### src/rtl/hwpe_stream_package.sv
// Shared types for the HWPE stream sink realigner.
//   ctrl_sink_realign_t  : realign enable, byte offset, line length in words
//   flags_sink_realign_t : line_done pulse, busy level
//   sink_realign_state_e : realigner FSM states
package hwpe_stream_package;

  localparam int unsigned HWPE_STREAM_DW      = 32;
  localparam int unsigned SINK_REALIGN_OFFS_W = $clog2(HWPE_STREAM_DW / 8);

  typedef struct packed {
    logic                           realign;
    logic [SINK_REALIGN_OFFS_W-1:0] offset;
    logic [15:0]                    line_length;
  } ctrl_sink_realign_t;

  typedef struct packed {
    logic line_done;
    logic busy;
  } flags_sink_realign_t;

  typedef enum logic [1:0] {
    SINK_REALIGN_FIRST,
    SINK_REALIGN_MIDDLE,
    SINK_REALIGN_FLUSH
  } sink_realign_state_e;

endpackage

### src/rtl/hwpe_stream_intf.sv
// Valid/ready stream bundle with byte strobes.
//   sink   : consumer view (data/strb/valid in, ready out)
//   source : producer view (data/strb/valid out, ready in)
interface hwpe_stream_intf #(
  parameter int unsigned DATA_WIDTH = 32
);
  logic                    valid;
  logic                    ready;
  logic [DATA_WIDTH-1:0]   data;
  logic [DATA_WIDTH/8-1:0] strb;

  modport sink   (input  valid, data, strb, output ready);
  modport source (output valid, data, strb, input  ready);
endinterface

### src/rtl/hwpe_stream_sink_realign.sv
// Store-side realigner: shifts a line of word-aligned beats by k bytes and adds
// byte strobes so the line can be stored at a misaligned TCDM address. With
// realign enabled and k!=0, N input beats become N+1 output beats (a trailing
// flush beat carries the bytes spilling out of the last word).
//   clk_i, rst_ni : clock, asynchronous active-low reset
//   clear_i       : synchronous clear, same effect as reset
//   ctrl_i        : realign, offset, line_length (sampled at first word of a line)
//   flags_o       : line_done (pulse with final output beat), busy
//   stream_i      : aligned input stream (strb ignored)
//   stream_o      : realigned output stream with byte strobes
module hwpe_stream_sink_realign
  import hwpe_stream_package::*;
#(
  parameter int unsigned DATA_WIDTH = HWPE_STREAM_DW
) (
  input  logic                clk_i,
  input  logic                rst_ni,
  input  logic                clear_i,
  input  ctrl_sink_realign_t  ctrl_i,
  output flags_sink_realign_t flags_o,
  hwpe_stream_intf.sink       stream_i,
  hwpe_stream_intf.source     stream_o
);

  localparam int unsigned B      = DATA_WIDTH / 8;
  localparam int unsigned OFFS_W = $clog2(B);
  localparam int unsigned SH_W   = OFFS_W + 4;

  sink_realign_state_e   r_state, w_state_d;
  logic [15:0]           r_word_cnt;
  logic [DATA_WIDTH-1:0] r_prev;
  logic [OFFS_W-1:0]     r_offs;
  logic [15:0]           r_len;
  logic                  r_realign;

  logic [OFFS_W-1:0]     w_k;
  logic                  w_realign;
  logic                  w_active;
  logic [15:0]           w_len;
  logic [SH_W-1:0]       w_lsh;
  logic [SH_W-1:0]       w_rsh;
  logic [DATA_WIDTH-1:0] w_shl;
  logic [DATA_WIDTH-1:0] w_shr;
  logic [B-1:0]          w_strb_first;
  logic                  w_in_hs;
  logic                  w_last;
  logic [DATA_WIDTH-1:0] w_out_data;
  logic [B-1:0]          w_out_strb;
  logic                  w_out_valid;
  logic                  w_in_ready;
  logic                  w_line_done;
  logic                  w_unused_strb;

  assign w_unused_strb = ^stream_i.strb;

  // In FIRST the line has not started yet, so control is taken live from
  // ctrl_i; afterwards the values latched at the first handshake are used.
  assign w_k       = (r_state == SINK_REALIGN_FIRST) ? OFFS_W'(ctrl_i.offset) : r_offs;
  assign w_realign = (r_state == SINK_REALIGN_FIRST) ? ctrl_i.realign : r_realign;
  assign w_active  = w_realign && (w_k != '0);
  assign w_len     = (r_state != SINK_REALIGN_FIRST) ? r_len :
                     (ctrl_i.line_length == 16'd0)   ? 16'd1 : ctrl_i.line_length;

  assign w_lsh        = SH_W'({w_k, 3'b000});
  assign w_rsh        = SH_W'(DATA_WIDTH) - w_lsh;
  assign w_shl        = stream_i.data << w_lsh;
  assign w_shr        = r_prev >> w_rsh;
  assign w_strb_first = {B{1'b1}} << w_k;

  assign w_in_hs = stream_i.valid && stream_o.ready && (r_state != SINK_REALIGN_FLUSH);
  assign w_last  = w_in_hs && (r_word_cnt == w_len - 16'd1);

  always_comb begin
    w_out_data  = stream_i.data;
    w_out_strb  = '1;
    w_out_valid = stream_i.valid;
    w_in_ready  = stream_o.ready;
    w_line_done = 1'b0;
    w_state_d   = r_state;
    if (r_state == SINK_REALIGN_FLUSH) begin
      // Flush beat is dropped if a clear lands while it is pending.
      w_out_data  = w_shr;
      w_out_strb  = ~w_strb_first;
      w_out_valid = !clear_i;
      w_in_ready  = 1'b0;
      if (stream_o.ready && !clear_i) begin
        w_line_done = 1'b1;
        w_state_d   = SINK_REALIGN_FIRST;
      end
    end else begin
      if (w_active) begin
        if (r_state == SINK_REALIGN_FIRST) begin
          w_out_data = w_shl;
          w_out_strb = w_strb_first;
        end else begin
          w_out_data = w_shl | w_shr;
        end
      end
      if (w_last) begin
        w_state_d   = w_active ? SINK_REALIGN_FLUSH : SINK_REALIGN_FIRST;
        w_line_done = !w_active;
      end else if (w_in_hs) begin
        w_state_d = SINK_REALIGN_MIDDLE;
      end
    end
  end

  always_ff @(posedge clk_i or negedge rst_ni) begin
    if (!rst_ni) begin
      r_state    <= SINK_REALIGN_FIRST;
      r_word_cnt <= '0;
      r_prev     <= '0;
      r_offs     <= '0;
      r_len      <= '0;
      r_realign  <= 1'b0;
    end else if (clear_i) begin
      r_state    <= SINK_REALIGN_FIRST;
      r_word_cnt <= '0;
      r_prev     <= '0;
      r_offs     <= '0;
      r_len      <= '0;
      r_realign  <= 1'b0;
    end else begin
      r_state <= w_state_d;
      if (w_in_hs) begin
        r_prev     <= stream_i.data;
        r_word_cnt <= w_last ? 16'd0 : r_word_cnt + 16'd1;
        if (r_state == SINK_REALIGN_FIRST) begin
          r_offs    <= w_k;
          r_len     <= w_len;
          r_realign <= ctrl_i.realign;
        end
      end
    end
  end

  assign stream_o.data  = w_out_data;
  assign stream_o.strb  = w_out_strb;
  assign stream_o.valid = w_out_valid;
  assign stream_i.ready = w_in_ready;

  assign flags_o.line_done = w_line_done;
  assign flags_o.busy      = (r_state != SINK_REALIGN_FIRST) || (r_word_cnt != 16'd0);

endmodule
### src/flat_wrapper.sv
// flat-port wrapper written by rule: the top's interface ports become plain ports
module hwpe_stream_sink_realign_flat import hwpe_stream_package::*;
#(
  parameter int unsigned DATA_WIDTH = HWPE_STREAM_DW
)
  (clk_i, rst_ni, clear_i, ctrl_i, flags_o, stream_i_valid, stream_i_data, stream_i_strb, stream_i_ready, stream_o_valid, stream_o_data, stream_o_strb, stream_o_ready);
  hwpe_stream_intf #(.DATA_WIDTH(DATA_WIDTH)) stream_i_i ();
  hwpe_stream_intf #(.DATA_WIDTH(DATA_WIDTH)) stream_o_i ();
  input  logic clk_i;
  input  logic rst_ni;
  input  logic clear_i;
  input  ctrl_sink_realign_t ctrl_i;
  output flags_sink_realign_t flags_o;
  input wire logic [$bits(stream_i_i.valid)-1:0] stream_i_valid;
  input wire logic [$bits(stream_i_i.data)-1:0] stream_i_data;
  input wire logic [$bits(stream_i_i.strb)-1:0] stream_i_strb;
  output wire logic [$bits(stream_i_i.ready)-1:0] stream_i_ready;
  output wire logic [$bits(stream_o_i.valid)-1:0] stream_o_valid;
  output wire logic [$bits(stream_o_i.data)-1:0] stream_o_data;
  output wire logic [$bits(stream_o_i.strb)-1:0] stream_o_strb;
  input wire logic [$bits(stream_o_i.ready)-1:0] stream_o_ready;
  assign stream_i_i.valid = stream_i_valid;
  assign stream_i_i.data = stream_i_data;
  assign stream_i_i.strb = stream_i_strb;
  assign stream_i_ready = stream_i_i.ready;
  assign stream_o_valid = stream_o_i.valid;
  assign stream_o_data = stream_o_i.data;
  assign stream_o_strb = stream_o_i.strb;
  assign stream_o_i.ready = stream_o_ready;
  hwpe_stream_sink_realign #(.DATA_WIDTH(DATA_WIDTH)) u_core (.clk_i(clk_i), .rst_ni(rst_ni), .clear_i(clear_i), .ctrl_i(ctrl_i), .flags_o(flags_o), .stream_i(stream_i_i), .stream_o(stream_o_i));
endmodule
### config.mk
export PLATFORM = sky130hd
export DESIGN_NAME = hwpe_stream_sink_realign_flat
export DESIGN_NICKNAME = d
export VERILOG_FILES = /design/src/rtl/hwpe_stream_package.sv /design/src/rtl/hwpe_stream_intf.sv /design/src/rtl/hwpe_stream_sink_realign.sv /design/src/flat_wrapper.sv
export SDC_FILE = /design/constraint.sdc
export NUM_CORES = 1
export LEC_CHECK = 0
export ABC_AREA = 1
export CORE_ASPECT_RATIO = 1.75
export CORE_UTILIZATION = 49
export DETAILED_ROUTE_END_ITERATION = 6
export PLACE_DENSITY = 0.76
export SKIP_CTS_REPAIR_TIMING = 1
export SLEW_MARGIN = 20
export SYNTH_ARGS = -nofsm -noshare
export SYNTH_HDL_FRONTEND = slang
export SYNTH_SLANG_ARGS = --single-unit
export TNS_END_PERCENT = 20
### constraint.sdc
create_clock -name clk_i -period 3.85 [get_ports clk_i]
set_clock_uncertainty 0.05 [all_clocks]
set_input_delay 0.9625 -clock clk_i [delete_from_list [all_inputs] [get_ports clk_i]]
set_output_delay 0.9625 -clock clk_i [all_outputs]
set_load 0.005 [all_outputs]
Word-level counts from Yosys, hierarchy flattened
Index checks and enable logic that the tools add are counted.
{"block": "classes", "n_addsub": 3, "n_mux": 34, "n_eq_ne": 4, "n_shift": 3, "reduce_logical": 18, "bitwise": 2}
{"cell": "two-way mux 32 bit", "n": 5}
{"cell": "two-way mux 16 bit", "n": 8}
{"cell": "OR 32 bit", "n": 1}
{"cell": "left shift 32 x 5 -> 32 bit", "n": 1}
{"cell": ">> shifter 32 x 6 -> 32 bit", "n": 1}
{"cell": "two-way mux 2 bit", "n": 10}
{"cell": "adder 16 x 1 -> 16 bit, second input constant", "n": 1}
{"cell": "equality test 16 bit", "n": 1}
{"cell": "logical NOT 16 bit", "n": 1}
{"cell": "nonzero test 16 bit", "n": 1}
{"cell": "subtractor 16 x 1 -> 16 bit, second input constant", "n": 1}
{"cell": "two-way mux 4 bit", "n": 3}
{"cell": "two-way mux 1 bit", "n": 8}
{"cell": "nonzero test 2 bit", "n": 4}
{"cell": "subtractor 6 x 5 -> 6 bit, first input constant", "n": 1}
{"cell": "logical AND 1 bit", "n": 5}
{"cell": "inverter 4 bit", "n": 1}
{"cell": "AND reduction 2 bit", "n": 2}
{"cell": "nonzero test 4 bit", "n": 1}
{"cell": "left shift 4 x 2 -> 4 bit, first input constant", "n": 1}
{"cell": "!= test 3 bit, second input constant", "n": 1}
{"cell": "equality test 2 bit, second input constant", "n": 1}
{"cell": "logical NOT 1 bit", "n": 2}
{"cell": "logical NOT 2 bit", "n": 1}
{"cell": "2 further kinds", "n": 2}
{"block": "totals", "out_inout_bits": 40, "elab_cells": 70, "inputBits": 60, "regBits": 69}

Longest topological paths before layout
Gate-level depths: netlist of the first run.
{"block": "depth", "depth_word": 9, "ltp_mapped": 21, "mapped_depth_nobuf": 19}

Worst setup path before layout of the first run
Ideal clock, no wire load.
{"block": "synth_timing", "path_type": "input-to-output", "from": "in ctrl_i[16] (netlist name)", "to": "out stream_o_data[11]", "path_slack_ns": -0.075, "required_ns": 2.838, "path_stages": 13, "arrival_ns": 2.913, "path_buffers": 4, "cell_sequence": "inv_1 nand2_1 nand2_1 buf_2 buf_2 buf_2 ha_1 nor2_1 clkbuf_1 a32oi_1 inv_1 nand2_1 a31oi_1"}
{"block": "synth_via", "elab_chain_len": 7, "elab_cells_between_ends": 10, "cone_classes": "add/sub (1); shift (2); mux (4); bitwise (1); reduce/logical (2)"}
{"item": "start, declared", "line_no": "flat_wrapper.sv:12", "rtl": "input ctrl_sink_realign_t ctrl_i;"}
{"item": "two-way mux 2 bit (*)", "line_no": "hwpe_stream_sink_realign.sv:58", "rtl": "assign w_k = (r_state == SINK_REALIGN_FIRST) ? OFFS_W'(ctrl_i.offset) : r_offs;"}
{"item": "subtractor 6 x 5 -> 6 bit", "line_no": "hwpe_stream_sink_realign.sv:65", "rtl": "assign w_rsh = SH_W'(DATA_WIDTH) - w_lsh;"}
{"item": ">> shifter 32 x 6 -> 32 bit", "line_no": "hwpe_stream_sink_realign.sv:67", "rtl": "assign w_shr = r_prev >> w_rsh;"}
{"item": "OR 32 bit", "line_no": "hwpe_stream_sink_realign.sv:96", "rtl": "w_out_data = w_shl | w_shr;"}
{"item": "two-way mux 32 bit", "line_no": "hwpe_stream_sink_realign.sv:92", "rtl": "if (r_state == SINK_REALIGN_FIRST) begin"}
{"item": "two-way mux 32 bit", "line_no": "hwpe_stream_sink_realign.sv:91", "rtl": "if (w_active) begin"}
{"item": "two-way mux 32 bit (*)", "line_no": "hwpe_stream_sink_realign.sv:80", "rtl": "if (r_state == SINK_REALIGN_FLUSH) begin"}
{"item": "end, declared", "line_no": "flat_wrapper.sv:19", "rtl": "output wire logic [$bits(stream_o_i.data)-1:0] stream_o_data;"}
Mark *: on every way between the ends. The rest lies on a longest branch, timed or not.

==> flow_metrics.tcl, run 1 <==
set metrics [dict create \
    hold_class "reg -> reg" \
    cts_root_buf "clkbuf_16" \
    synthTopCellsByArea "dfrtp_1 30%, nand2_1 14%, inv_1 9.7%" \
    post_route_cells_drive_above_1_share_pct 23.71 \
    synth_top_area_share_pct 30.48 \
    crit_fanout 2 \
    die-area_mm2 0.01201 \
    required_ns 2.84 \
    whs_ns 0.4330 \
    cts_tree "built" \
    hold_viol_final 0 \
    grt.overflow.total 0 \
    crit_type "in -> out" \
    timing.setup.tns_ns -0.5799 \
    end_kind "output port" \
    p_total_mw 2.731 \
    die_w_um 83.28 \
    p_leak_nw 4.114 \
    first_pass_iters 5 \
    clk_pin_slew_ns 0.06 \
    antenna_found_initial 0 \
    yosysTopAreaCell "dfrtp_1" \
    ant_nets 0 \
    syn_inst 869 \
    die_height_um 144.2 \
    grt_max_degree 49 \
    power_density_mw_per_mm2 328.3 \
    pre_cts_slack_ns -1.139 \
    synth.distinct_cells 40 \
    wl_per_cell_um 18.67 \
    irDropWorstVdd_mv 0.3164 \
    maxCapViolations 0 \
    cts_htree_levels 3 \
    critPathArrivalTime_ns 2.99 \
    finalSetupViolations 4 \
    drc_errors 0 \
    syn_to_final_growth_pct 46.84 \
    io_pins 100 \
    clock-sinks 69 \
    ys_seq_area_share_pct 30.48 \
    antennaDiodeCount 0 \
    async_flop_share_pct 100.0 \
    cts_max_path_buffers 2 \
    cp_cell_sequence "buf_6, nor2_4, nand2_1, nor2_1, nand2_1, nand2_2, nand2_4, ha_4, xor2_1, xor2_1, nand2_1, nor2_1, nand3_1, nor2_1, nand2_1, nor2_2, nand2_2, o21ai_2, buf_2" \
    grt_pass1_vias 6514 \
    place_inst 1145 \
    outcome "complete, but fails checks" \
    tightestPinTransition_ns 0.5464 \
    register_area_mm2 0.001728 \
    routed_wl_um 22320 \
    gp_congestion 0.8846 \
    cp-start-kind "primary input" \
    portBuffers 95 \
    period_share_pct 104.0 \
    crit_slowest_cell "xor2_1" \
    cp_common_cell "nand2_1" \
    numCtsBuffers 9 \
    vias_per_cell 5.908 \
    n_fill_cell 804 \
    postSynthAreaPerCell_um2 6.519 \
    coreArea_mm2 0.01117 \
    final_cells 1195 \
    grt_util_all_layers_pct 32.23 \
    synth_edf_count 0 \
    vias 7060 \
    fmax_mhz 249.6 \
    ys_ff_latch 69 \
    num_rows 51 \
    clock_latency_ns 0.35 \
    multi_input_area_mm2 0.003382 \
    violations "negative setup slack" \
    start_util_pct 50.73 \
    fin_crit_ns 4.006 \
    finalMaxSlewViolations 0 \
    rsz0062_at_grt "true" \
    syn_nets 934 \
    yosys_most_used_dff "dfrtp_1" \
    grt_pass1_wl_um 30330 \
    slew_headroom_pct 63.19 \
    fin_nets 1123 \
    synthesis.area_mm2 0.005665 \
    post-dp-hpwl_um 13510 \
    fin_ws_ns -0.1558 \
    drt_iter0_drc 576 \
    critPathMaxStageDelay_ns 0.17 \
    ys_warn_count 0 \
]
==> stage by stage <==
step           utilization (%)  cell area [um^2]
5_1_grt                  74.50              8319
6_report                 74.50              8319
2_1_floorplan                -              5667
3_5_place_dp             65.73              7340
3_3_place_gp             65.73              7340
4_1_cts                  68.52              7651
==> layer usage <==
metal	up-vias	routed length, um	part of all wire [%]	track usage, %
met2	470	10980	49	59.40
li1	3220	-	-	-
met3	180	1846	8.3	4.395
met1	3190	7340	33	33.29
met5	-	0	0	0
met4	0	2151	9.6	23.41
==> report_power, final <==
group          internal [mW]  switching (mW)  total (mW)  leakage [nW]
clock network          0.537           0.351       0.888         0.148
registers              0.758          0.0202       0.778         0.941
logic                  0.496           0.568        1.06          3.03
==> critical path: cells and delay by family <==
kind	cells	cell delay, ns
adder cells (fa/ha/maj)	1	0.16
AO/OA/AOI/OAI	1	0.17
buffers and inverters	2	0.24
AND/OR/NAND/NOR	13	1.12
XOR/XNOR	2	0.34
==> final cells by class <==
| class | count | area share, % |
|---|---|---|
| timing repair buffer | 226 | 26.23 |
| sequential | 69 | 20.77 |
| inverter | 146 | 6.618 |
| clock buffer | 11 | 3.038 |
| tap | 132 | 1.985 |
| multi-input combinational | 606 | 40.65 |
| clock inverter | 5 | 0.7069 |
==> path summary, 6_finish.rpt <==
kind                                               start                          endpoint  slack [ns]  depth (start not counted)
max                                            ctrl_i[2]                        flags_o[1]       -0.16                         19
min                         u_core.r_prev[6]$_DFFE_PN0P_      u_core.r_prev[6]$_DFFE_PN0P_        0.43                          2
max reg2reg                u_core.r_state[0]$_DFFE_PN0P_  u_core.r_word_cnt[4]$_DFFE_PN0P_        0.82                         15
min reg2reg                 u_core.r_prev[6]$_DFFE_PN0P_      u_core.r_prev[6]$_DFFE_PN0P_        0.43                          2
max in group asynchronous                         rst_ni     u_core.r_state[1]$_DFFE_PN0P_        2.51                          2
min in group asynchronous                         rst_ni  u_core.r_word_cnt[9]$_DFFE_PN0P_        0.55                          1
==> cells by family (layout without fill, tap and decap cells) <==
kind of cell | after synthesis | count (layout) | synth area share [%]
AND/OR/NAND/NOR | 348 | 348 | 25.93
AO/OA/AOI/OAI | 223 | 223 | 23.85
buffers and inverters | 194 | 388 | 14.00
flip-flops | 69 | 69 | 30.48
XOR/XNOR | 30 | 30 | 4.638
adder cells (fa/ha/maj) | 5 | 5 | 1.104
==> state kept, by name, indices dropped and copies added (netlist names) <==
register / flops
u_core.r_len: 16
u_core.r_offs: 2
u_core.r_prev: 32
u_core.r_realign: 1
u_core.r_state: 2
u_core.r_word_cnt: 16
==> synth_stat cells (all sizes together) (16+ instances only) <==
library cell and count:
buf 18, nand3 20, o22ai 50, clkbuf 30, a21oi 22, o21ai 101, dfrtp 69, nor2 94
xor2 27, inv 146, nand2 217, a31oi 16
==> layout by cell type, fill, tap and decap left out, drive strengths merged, types with 5 or more instances in the layout <==
master         Yosys  final
dlymetal6s2s       0     32
nor2              94     94
dfrtp             69     69
clkdlybuf4s50      0     44
clkbuf            30     27
a32oi              8      8
nand3             20     20
xor2              27     27
ha                 5      5
o22ai             50     50
inv              146    146
o32ai              6      6
a31oi             16     16
nand4              8      8
o21ai            101    101
o221ai             8      8
buf               18    134
nand2            217    217
a21oi             22     22
o31ai              8      8
nor3               5      5
(Power assumes the default switching activity.)
==> inputs of run 2 (changes only) <==
- HOLD_SLACK_MARGIN: not set -> 0.15
==> results of run 2 <==
No change in the layout: final DEF, timing and power equal those of run 1.
==> inputs of run 3 (changes only) <==
- PLACE_DENSITY: 0.76 -> 0.78
==> run 3 against run 2 <==
The run still ends with negative setup slack left; largest power group unchanged; maximum frequency fell by 0.99%; total power fell by 2.6%; non-clock buffer count shrank 12; largest cell class unchanged; design area is 3.0% lower; combinational power down 5%.
==> flow_metrics.tcl, run 3 (synthesis results as in run 1) <==
set metrics [dict create \
    outcome "complete, but fails checks" \
    violations "negative setup slack" \
    maxCapViolations 0 \
    timing.setup.tns_ns -0.6216 \
    die_height_um 144.2 \
    syn_to_final_growth_pct 42.49 \
    finalSetupViolations 6 \
    fin_nets 1111 \
    post-dp-hpwl_um 13440 \
    p_sw_share_pct 34.50 \
    grt_pass1_wl_um 30090 \
    fin_crit_ns 4.046 \
    critPathArrivalTime_ns 3.03 \
    num_rows 51 \
    ant_nets 0 \
    vias 6911 \
    wl_per_cell_um 17.40 \
    post_route_cells_drive_above_1_share_pct 21.31 \
    irDropWorstVdd_mv 0.2721 \
    pwr-share-clk_pct 32.6 \
    fin_ws_ns -0.1957 \
    cts_tree "built" \
    gp_congestion 0.9087 \
    portBuffers 95 \
    drt_iter0_drc 551 \
    grt.overflow.total 0 \
    grt_pass1_vias 6456 \
    clock-sinks 69 \
    crit_type "in -> out" \
    grt_util_all_layers_pct 31.65 \
    period_share_pct 105.1 \
    antenna_found_initial 0 \
    tightestPinTransition_ns 0.9432 \
    routed_wl_um 20590 \
    reg.largest.list "u_core.r_prev (32), u_core.r_len (16), u_core.r_word_cnt (16)" \
    largest_register_ffs 32 \
    cts_max_path_buffers 2 \
    final_common_cell "nand2_1" \
    vias_per_cell 5.842 \
    crit_fanout 2 \
    regMostFlops "u_core.r_prev" \
    end_kind "output port" \
    grt_max_degree 70 \
    drc_errors 0 \
    hold_class "reg -> reg" \
    p_leak_nw 4.017 \
    combPwrFrac_pct 38.1 \
    rsz0062_at_grt "true" \
    final_cells 1183 \
    switchingPower_mw 0.9175 \
    fmax_mhz 247.2 \
    dpl_cell_area_mm2 0.007332 \
    first_pass_iters 5 \
    final_util_pct 72.29 \
    n_fill_cell 850 \
    p_total_mw 2.659 \
    die_w_um 83.28 \
    antennaDiodeCount 0 \
    cts_htree_levels 3 \
    finalMaxSlewViolations 0 \
    numCtsBuffers 9 \
    die-area_mm2 0.01201 \
    coreArea_mm2 0.01117 \
    pwr-share-seq_pct 29.3 \
    hold_viol_final 0 \
    internal_power_mw 1.742 \
    power_density_mw_per_mm2 329.4 \
    required_ns 2.84 \
    clk_pin_slew_ns 0.06 \
    clock_latency_ns 0.35 \
    stdcell_area_mm2 0.008073 \
    io_pins 100 \
    cts_root_buf "clkbuf_16" \
    slew_headroom_pct 37.12 \
    place_inst 1146 \
    start_util_pct 50.73 \
    cp-start-kind "primary input" \
    final_cell_mix "203 x nand2_1, 140 x inv_1, 101 x buf_4" \
]
## run 3: metrics by stage
step                hold WS, ns  setup slack [ns]
floorplan                0.3979          -0.05583
global placement         0.4121            -1.118
detailed placement       0.4195            -1.121
CTS                      0.4350            -1.163
global route             0.4630           -0.4541
finish                   0.4325           -0.1957
## run 3: worst max-delay path, stage by stage
cell and delay [ns]:
clkbuf_2 0.11, nor2_4 0.12, nand2_1 0.06, nor2_1 0.10
nand2_1 0.07, nand2_2 0.10, nand2_4 0.07, ha_4 0.17
xor2_2 0.17, xor2_1 0.17, nand2_1 0.07, nor2_1 0.09
nand3_1 0.11, nor2_1 0.11, nand2_1 0.06, nor2_2 0.12
nand2_2 0.07, o21ai_2 0.16, buf_2 0.13
## run 3: worst paths after layout
kind / end / from / slack (ns) / depth (start not counted)
setup / recovery: flags_o[1] / ctrl_i[2] / -0.20 / 19
hold / removal: u_core.r_prev[6]$_DFFE_PN0P_ / u_core.r_prev[6]$_DFFE_PN0P_ / 0.43 / 2
min in group asynchronous: u_core.r_word_cnt[12]$_DFFE_PN0P_ / rst_ni / 0.78 / 2
max in group asynchronous: u_core.r_prev[16]$_DFFE_PN0P_ / rst_ni / 2.34 / 2
setup reg to reg: u_core.r_word_cnt[6]$_DFFE_PN0P_ / u_core.r_state[1]$_DFFE_PN0P_ / 0.91 / 14
hold reg to reg: u_core.r_prev[6]$_DFFE_PN0P_ / u_core.r_prev[6]$_DFFE_PN0P_ / 0.43 / 2
## run 3: final cells by class
type | count | area [um^2] | area share [%]
clock buffers | 9 | 225.2 | 2.790
multi-input cells | 606 | 3314 | 41.06
flip-flops and latches | 69 | 1727 | 21.39
clock inverters | 7 | 80.08 | 0.9919
well taps | 132 | 165.2 | 2.046
inverters | 146 | 548.0 | 6.789
repair buffers | 214 | 2013 | 24.94
## run 3: power by group through the flow
stage               registers, mW  logic [mW]  clock network (mW)
floorplan                   0.784       0.427                   0
global placement            0.787       0.851                   0
detailed placement          0.789       0.858                   0
CTS                         0.776       0.868               0.865
global route                0.781        1.08               0.908
finish                      0.779        1.01               0.867
## run 3: layer usage
layer  global-route usage, %  part of all wire (%)  vias to the layer above
li1                        -                     -                     3189
met1                   33.81                    34                     3212
met4                   20.24                   6.7                        0
met5                       0                     0                        -
met3                   3.995                   7.0                      110
met2                   58.54                    52                      400
